## src/rtl/sdft_pkg.sv

```systemverilog
// rtl/sdft_pkg.sv - shared constants and FSM encoding for the sliding-DFT front end
package sdft_pkg;

    // Scheduler FSM encoding
    typedef enum logic [2:0] {
        ST_IDLE,
        ST_FETCH,
        ST_READ,
        ST_LAUNCH,
        ST_WAIT
    } sdft_state_t;

    // Default transform size (bins and history depth) and display frame period
    localparam int SDFT_FFT_SIZE    = 256;
    localparam int SDFT_DISP_PERIOD = 4410;

    // Bin / history address width, shared with the datapath and twiddle address generator
    localparam int SDFT_ADDR_W = $clog2(SDFT_FFT_SIZE);

endpackage

```

## src/rtl/sdft_sample_fifo.sv

```systemverilog
// rtl/sdft_sample_fifo.sv - synchronous sample FIFO with registered flags
// Ports: clk, reset_n (async active-low); push/push_data write side;
//        pop/head read side (head is the oldest entry, read from flop storage);
//        empty and not_full are registered flags.
module sdft_sample_fifo #(
    parameter int WORD_WIDTH = 16,
    parameter int FIFO_DEPTH = 4
) (
    input  logic                  clk,
    input  logic                  reset_n,
    input  logic                  push,
    input  logic [WORD_WIDTH-1:0] push_data,
    input  logic                  pop,
    output logic [WORD_WIDTH-1:0] head,
    output logic                  empty,
    output logic                  not_full
);

    localparam int PW = $clog2(FIFO_DEPTH);
    localparam int CW = PW + 1;

    logic [WORD_WIDTH-1:0] mem [FIFO_DEPTH];
    logic [PW-1:0]         wr_ptr;
    logic [PW-1:0]         rd_ptr;
    logic [CW-1:0]         count;
    logic [CW-1:0]         count_next;
    logic                  do_push;
    logic                  do_pop;

    // A push is refused only when full; a simultaneous pop does not make room early.
    assign do_push = push && not_full;
    assign do_pop  = pop && !empty;
    assign head    = mem[rd_ptr];

    always_comb begin
        count_next = count + CW'(do_push) - CW'(do_pop);
    end

    always_ff @(posedge clk) begin
        if (do_push) begin
            mem[wr_ptr] <= push_data;
        end
    end

    always_ff @(posedge clk or negedge reset_n) begin
        if (!reset_n) begin
            wr_ptr   <= '0;
            rd_ptr   <= '0;
            count    <= '0;
            empty    <= 1'b1;
            not_full <= 1'b1;
        end else begin
            if (do_push) begin
                wr_ptr <= wr_ptr + PW'(1);
            end
            if (do_pop) begin
                rd_ptr <= rd_ptr + PW'(1);
            end
            count    <= count_next;
            empty    <= (count_next == '0);
            not_full <= (count_next != CW'(FIFO_DEPTH));
        end
    end

endmodule

```

## src/rtl/sdft_scheduler.sv

```systemverilog
// rtl/sdft_scheduler.sv - front-end scheduler for the sliding-DFT datapath
// Ports: clk, reset_n (async active-low);
//        s_valid/s_ready/s_data      sample input, non-stallable source;
//        hist_rd_*/hist_wr_*         circular history RAM access;
//        job_start/job_sample/job_oldest/job_done  datapath job handshake;
//        disp_wr_en/frame_pulse      display frame marking;
//        drop_count                  saturating dropped-sample count.
// Option: SDFT_DROP_COUNT_EN builds the drop counter; otherwise drop_count is 0.
module sdft_scheduler
    import sdft_pkg::*;
#(
    parameter int WORD_WIDTH  = 16,
    parameter int FFT_SIZE    = SDFT_FFT_SIZE,
    parameter int FIFO_DEPTH  = 4,
    parameter int DISP_PERIOD = SDFT_DISP_PERIOD
) (
    input  logic                        clk,
    input  logic                        reset_n,
    input  logic                        s_valid,
    output logic                        s_ready,
    input  logic [WORD_WIDTH-1:0]       s_data,
    output logic                        hist_rd_en,
    output logic [$clog2(FFT_SIZE)-1:0] hist_rd_addr,
    input  logic [WORD_WIDTH-1:0]       hist_rd_data,
    output logic                        hist_wr_en,
    output logic [$clog2(FFT_SIZE)-1:0] hist_wr_addr,
    output logic [WORD_WIDTH-1:0]       hist_wr_data,
    output logic                        job_start,
    output logic [WORD_WIDTH-1:0]       job_sample,
    output logic [WORD_WIDTH-1:0]       job_oldest,
    input  logic                        job_done,
    output logic                        disp_wr_en,
    output logic                        frame_pulse,
    output logic [15:0]                 drop_count
);

    localparam int AW = $clog2(FFT_SIZE);
    localparam int FW = AW + 1;
    localparam int DW = (DISP_PERIOD > 1) ? $clog2(DISP_PERIOD) : 1;

    sdft_state_t           state;
    logic [AW-1:0]         ptr;
    logic [FW-1:0]         fill;
    logic [DW-1:0]         disp_cnt;
    logic                  disp_last;
    logic                  history_full;
    logic [WORD_WIDTH-1:0] sample_q;
    logic [WORD_WIDTH-1:0] fifo_head;
    logic                  fifo_empty;
    logic                  fifo_not_full;
    logic                  fifo_pop;

    assign fifo_pop     = (state == ST_FETCH);
    assign s_ready      = fifo_not_full;
    assign disp_last    = (disp_cnt == DW'(DISP_PERIOD - 1));
    assign history_full = (fill == FW'(FFT_SIZE));

    sdft_sample_fifo #(
        .WORD_WIDTH (WORD_WIDTH),
        .FIFO_DEPTH (FIFO_DEPTH)
    ) u_fifo (
        .clk       (clk),
        .reset_n   (reset_n),
        .push      (s_valid),
        .push_data (s_data),
        .pop       (fifo_pop),
        .head      (fifo_head),
        .empty     (fifo_empty),
        .not_full  (fifo_not_full)
    );

    // Strobes are set on the transition into the state that owns them, so each
    // appears registered in exactly that state's cycle.
    always_ff @(posedge clk or negedge reset_n) begin
        if (!reset_n) begin
            state        <= ST_IDLE;
            ptr          <= '0;
            fill         <= '0;
            disp_cnt     <= '0;
            sample_q     <= '0;
            hist_rd_en   <= 1'b0;
            hist_rd_addr <= '0;
            hist_wr_en   <= 1'b0;
            hist_wr_addr <= '0;
            hist_wr_data <= '0;
            job_start    <= 1'b0;
            job_sample   <= '0;
            job_oldest   <= '0;
            disp_wr_en   <= 1'b0;
            frame_pulse  <= 1'b0;
        end else begin
            hist_rd_en  <= 1'b0;
            hist_wr_en  <= 1'b0;
            job_start   <= 1'b0;
            frame_pulse <= 1'b0;
            case (state)
                ST_IDLE: begin
                    if (!fifo_empty) begin
                        state        <= ST_FETCH;
                        hist_rd_en   <= 1'b1;
                        hist_rd_addr <= ptr;
                    end
                end
                ST_FETCH: begin
                    sample_q <= fifo_head;
                    state    <= ST_READ;
                end
                ST_READ: begin
                    // RAM data for ptr is valid now; until the history has been
                    // filled once, that slot was never written, so evict zero.
                    job_start    <= 1'b1;
                    job_sample   <= sample_q;
                    job_oldest   <= history_full ? hist_rd_data : '0;
                    hist_wr_en   <= 1'b1;
                    hist_wr_addr <= ptr;
                    hist_wr_data <= sample_q;
                    disp_wr_en   <= disp_last;
                    state        <= ST_LAUNCH;
                end
                ST_LAUNCH: begin
                    state <= ST_WAIT;
                end
                ST_WAIT: begin
                    if (job_done) begin
                        ptr         <= ptr + AW'(1);
                        fill        <= history_full ? fill : fill + FW'(1);
                        disp_cnt    <= disp_last ? '0 : disp_cnt + DW'(1);
                        frame_pulse <= disp_wr_en;
                        disp_wr_en  <= 1'b0;
                        if (!fifo_empty) begin
                            state        <= ST_FETCH;
                            hist_rd_en   <= 1'b1;
                            hist_rd_addr <= ptr + AW'(1);
                        end else begin
                            state <= ST_IDLE;
                        end
                    end
                end
                default: begin
                    state <= ST_IDLE;
                end
            endcase
        end
    end

`ifdef SDFT_DROP_COUNT_EN
    logic [15:0] drop_q;

    always_ff @(posedge clk or negedge reset_n) begin
        if (!reset_n) begin
            drop_q <= '0;
        end else if (s_valid && !fifo_not_full && (drop_q != 16'hFFFF)) begin
            drop_q <= drop_q + 16'd1;
        end
    end

    assign drop_count = drop_q;
`else
    assign drop_count = 16'd0;
`endif

endmodule

```

## config.mk

```make
export PLATFORM = sky130hd
export DESIGN_NAME = sdft_scheduler
export DESIGN_NICKNAME = d
export VERILOG_FILES = /design/src/rtl/sdft_pkg.sv /design/src/rtl/sdft_sample_fifo.sv /design/src/rtl/sdft_scheduler.sv
export SDC_FILE = /design/constraint.sdc
export NUM_CORES = 1
export LEC_CHECK = 0
export BUFFER_PORTS_ARGS = -buffer_cell sky130_fd_sc_hd__buf_2
export CAP_MARGIN = 10
export CORE_MARGIN = 5
export CORE_UTILIZATION = 40
export CTS_CLUSTER_DIAMETER = 200
export DETAILED_ROUTE_END_ITERATION = 8
export SYNTH_ARGS = -nofsm -noshare
export SYNTH_HDL_FRONTEND = slang
export SYNTH_SLANG_ARGS = --single-unit
```

## constraint.sdc

```tcl
create_clock -name clk -period 2.8 [get_ports clk]
set_clock_uncertainty 0.2 [all_clocks]
set_input_delay 0.56 -clock clk [delete_from_list [all_inputs] [get_ports clk]]
set_output_delay 0.56 -clock clk [all_outputs]
set_load 0.1 [all_outputs]
```

==> summary.txt <==
CTS
  – Clk Latency, worst-skew pair: 420 ps
  – Clock transition at the registers of the reported paths: 70 ps
  – CTS HTree Levels: 4
  – CTS buffer count: 17
  – # clock sinks: 174
  – CTS root buf: clkbuf_16
  – Post-CTS Setup Inserts: 0
  – CTS tree: built
  – Clk buf depth: 2
  – Cts repair resizes: 0

Cells and area
  – Share of cells above drive strength 1: 0.3054
  – Layout area overhead: 16.33%
  – Commonest non-fill, non-tap cell in the layout: dfrtp_1
  – Sequential cell area: 0.004677 sq mm
  – Multi-input gate area: 0.002173 sq mm
  – Most frequent cells in the layout: dfrtp_1, buf_2, nand2_1
  – Layout Cells excl Fill: 874
  – # fillers: 1,594
  – Fin nets: 680
  – # diodes: 0

Worst hold path
  – Hold WC Path Type: input pin to register
  – Min-delay src: s_data[6]
  – Worst Hold Endpoint: u_fifo.mem[2][6]
  – Hold Path Depth: 1

Yosys
  – Post-synthesis mux area share: 0.07612
  – Synth Area in Compound Gates: 0.03599
  – Synthesized cell area: 0.007232 sq mm
  – Adder-cell share of the synthesized area: 0.02180
  – Post-synth ARST share: 0.6322
  – Syn Area/Cell: 13.62 sq um
  – Xor-xnor portion of the synthesized cell area: 0.04481
  – EDFF count, synth: 64
  – Main combinational cell family by area after synthesis: simple AND/OR/NAND/NOR gates
  – Syn Inst Count: 531
  – #FFs+latches synth: 174
  – Synth Area in Simple Gates: 0.1133
  – Sequential area share after synthesis: 0.6467
  – Number of distinct library cells after synthesis: 47
  – Synth Flop Type: dfrtp_1
  – Synth warnings: 0

Timing
  – Final Cycle Share: 0.9220
  – Fin. Hold Viols: 0
  – Unrepaired setup endpoints after global routing: no
  – Number of setup violations in the final report: 0
  – Setup TNS Final: 0 ps
  – Actual slew at the worst max-slew pin: 587.0 ps
  – Slew Limit Fails: 0
  – Setup ws final: 218.3 ps
  – FMAX: 387.3 MHz
  – Min Tclk post-route: 2582 ps
  – Slew Limit Headroom: 0.6087

Critical path
  – CP Data Required Time: 2930 ps
  – FF-to-FF path depth: 10
  – Crit Reg-Reg Startpoint: state[0]
  – WP depth: 10
  – Critical path class: register to register
  – Worst EP arrival: 2710 ps
  – R2R setup slack: 220 ps
  – Startpoint types: register
  – Largest stage delay, worst path: 460 ps
  – Critical path capture point type: register
  – CP Max Fanout: 9
  – Reg2reg end: u_fifo.not_full
  – CP top delay family: adder cells
  – Worst-path cell chain: nor3b_2 > and2b_1 > ha_1 > inv_1 > ha_1 > inv_1 > fa_1 > xnor2_1 > xnor2_1 > nand3b_1
  – Buf/Inv on CP: 2
  – Critical-path top delay cell: dfrtp_1

Detailed routing
  – WL final: 13,980 um
  – Drt first pass iters: 4
  – DRC: 0
  – Post-DRT Antenna Nets: 0
  – Vias: 4,250
  – Starting DRT DRC Count: 235
  – Via/cell ratio: 4.863
  – WL per Instance: 15.99 um

Power
  – Maximum vdd drop: 0.8936 mV
  – PwrDens: 1237 mW/mm^2
  – LEAKAGE: 3.842 nW
  – Power Total: 10.41 mW

Run
  – Max_cap viols: 0

Floorplan
  – Initial Util: 0.4040
  – Die height: 144.5 um
  – Die area: 0.02087 sq mm
  – I/O Pins: 122
  – Row count: 49
  – Core area: 0.01790 sq mm
  – Chip width: 144.5 um

Global route
  – Total GRT Usage: 0.1410
  – First-pass GRT wire length: 22,750 um
  – Number of global-route vias before repair: 4,404
  – Largest net degree at the start of global routing: 42
  – GRT Residual Overflow: 0
  – Antenna violations before repair: 0

Place
  – Place WS: 225.9 ps
  – Placed cells: 841
  – HPWL after DPL: 9660 um
  – GPL Wtd Cong: 0.7331
  – Port bufs: 105

Outcome
  – Status: completed
flip-flops by register name, summed over array words and instances, names as in the netlist, 3 cells and up:
| register | flops |
|---|---|
| u_fifo.mem | 64 |
| job_oldest | 16 |
| job_sample | 16 |
| sample_q | 16 |
| disp_cnt | 13 |
| fill | 9 |
| hist_rd_addr | 8 |
| hist_wr_addr | 8 |
| ptr | 8 |
| state | 3 |
| u_fifo.count | 3 |
cells in the mapped netlist (11+ instances only):
cell        n  area [sq um]
edfxtp_1   64          1922
mux2_2     16         180.2
nand2_1    99         371.6
dfrtp_1   108          2703
nand3_1    11         55.05
buf_4      38         285.3
xnor2_1    27         236.5
mux4_2     16         360.4
nor2_1     17         63.81
ha_1       11         137.6
o21ai_0    12         60.06
inv_1      14         52.55
layer usage:
| layer | share of wire | global-route usage | wire [um] |
|---|---|---|---|
| met3 | 0.041 | 0.03538 | 577 |
| met2 | 0.51 | 0.2368 | 7123 |
| met4 | 0.010 | 0.04320 | 142 |
| met1 | 0.44 | 0.1811 | 6131 |
| met5 | 0 | 0 | 0 |
worst reg2reg max path: cells and delay by family, from the launching register on:
| family | cells | cell delay [ps] |
|---|---|---|
| AND/OR/NAND/NOR | 3 | 580 |
| adder cells (fa/ha/maj) | 3 | 750 |
| flip-flops | 1 | 460 |
| XOR/XNOR | 2 | 400 |
| buffers and inverters | 2 | 110 |
stage by stage:
stage / util / instance area, sq um / hold WS (ps)
2_1_floorplan: - / 7288 / 64.41
3_3_place_gp: 0.4374 / 7831 / 246.9
3_5_place_dp: 0.4374 / 7831 / 254.9
4_1_cts: 0.4699 / 8413 / 130.1
5_1_grt: 0.4699 / 8413 / 135.6
6_report: 0.4699 / 8413 / 151.4
repair_timing:
action / CTS / global route
endpoints found under the hold margin: 29 / 0
hold buffers: 1 / 0
setup endpoints to repair: 0 / 0
area by class of cell:
type	instances	area share
clock buffers	18	0.05101
clock inverters	14	0.01695
inverters	15	0.006692
multi-input cells	305	0.2583
flip-flops and latches	174	0.5559
well taps	229	0.03406
repair buffers	119	0.07704
where the power goes:
group	internal (mW)	leakage, nW	switching (mW)
clock	1.31	0.271	0.979
sequential	3.30	2.01	0.412
combinational	1.07	1.56	3.33
cells by family (layout without fill, tap and decap cells):
logic type / after synthesis / count (layout)
AO/OA/AOI/OAI: 35 / 35
XOR/XNOR: 37 / 37
adder cells (fa/ha/maj): 12 / 12
buffers and inverters: 67 / 166
flip-flops: 174 / 174
multiplexers: 33 / 33
other: 1 / 16
AND/OR/NAND/NOR: 172 / 172
worst max-delay path by stage:
stage / startpoint / to / slack [ps]
after floorplan: state[2] / u_fifo.not_full / 130
after global placement: state[1] / u_fifo.not_full / 400
after detailed placement: state[1] / u_fifo.not_full / 230
after CTS: state[1] / u_fifo.not_full / 220
after global routing: state[0] / u_fifo.not_full / 80
final: state[0] / u_fifo.not_full / 220
(Power assumes the default switching activity.)
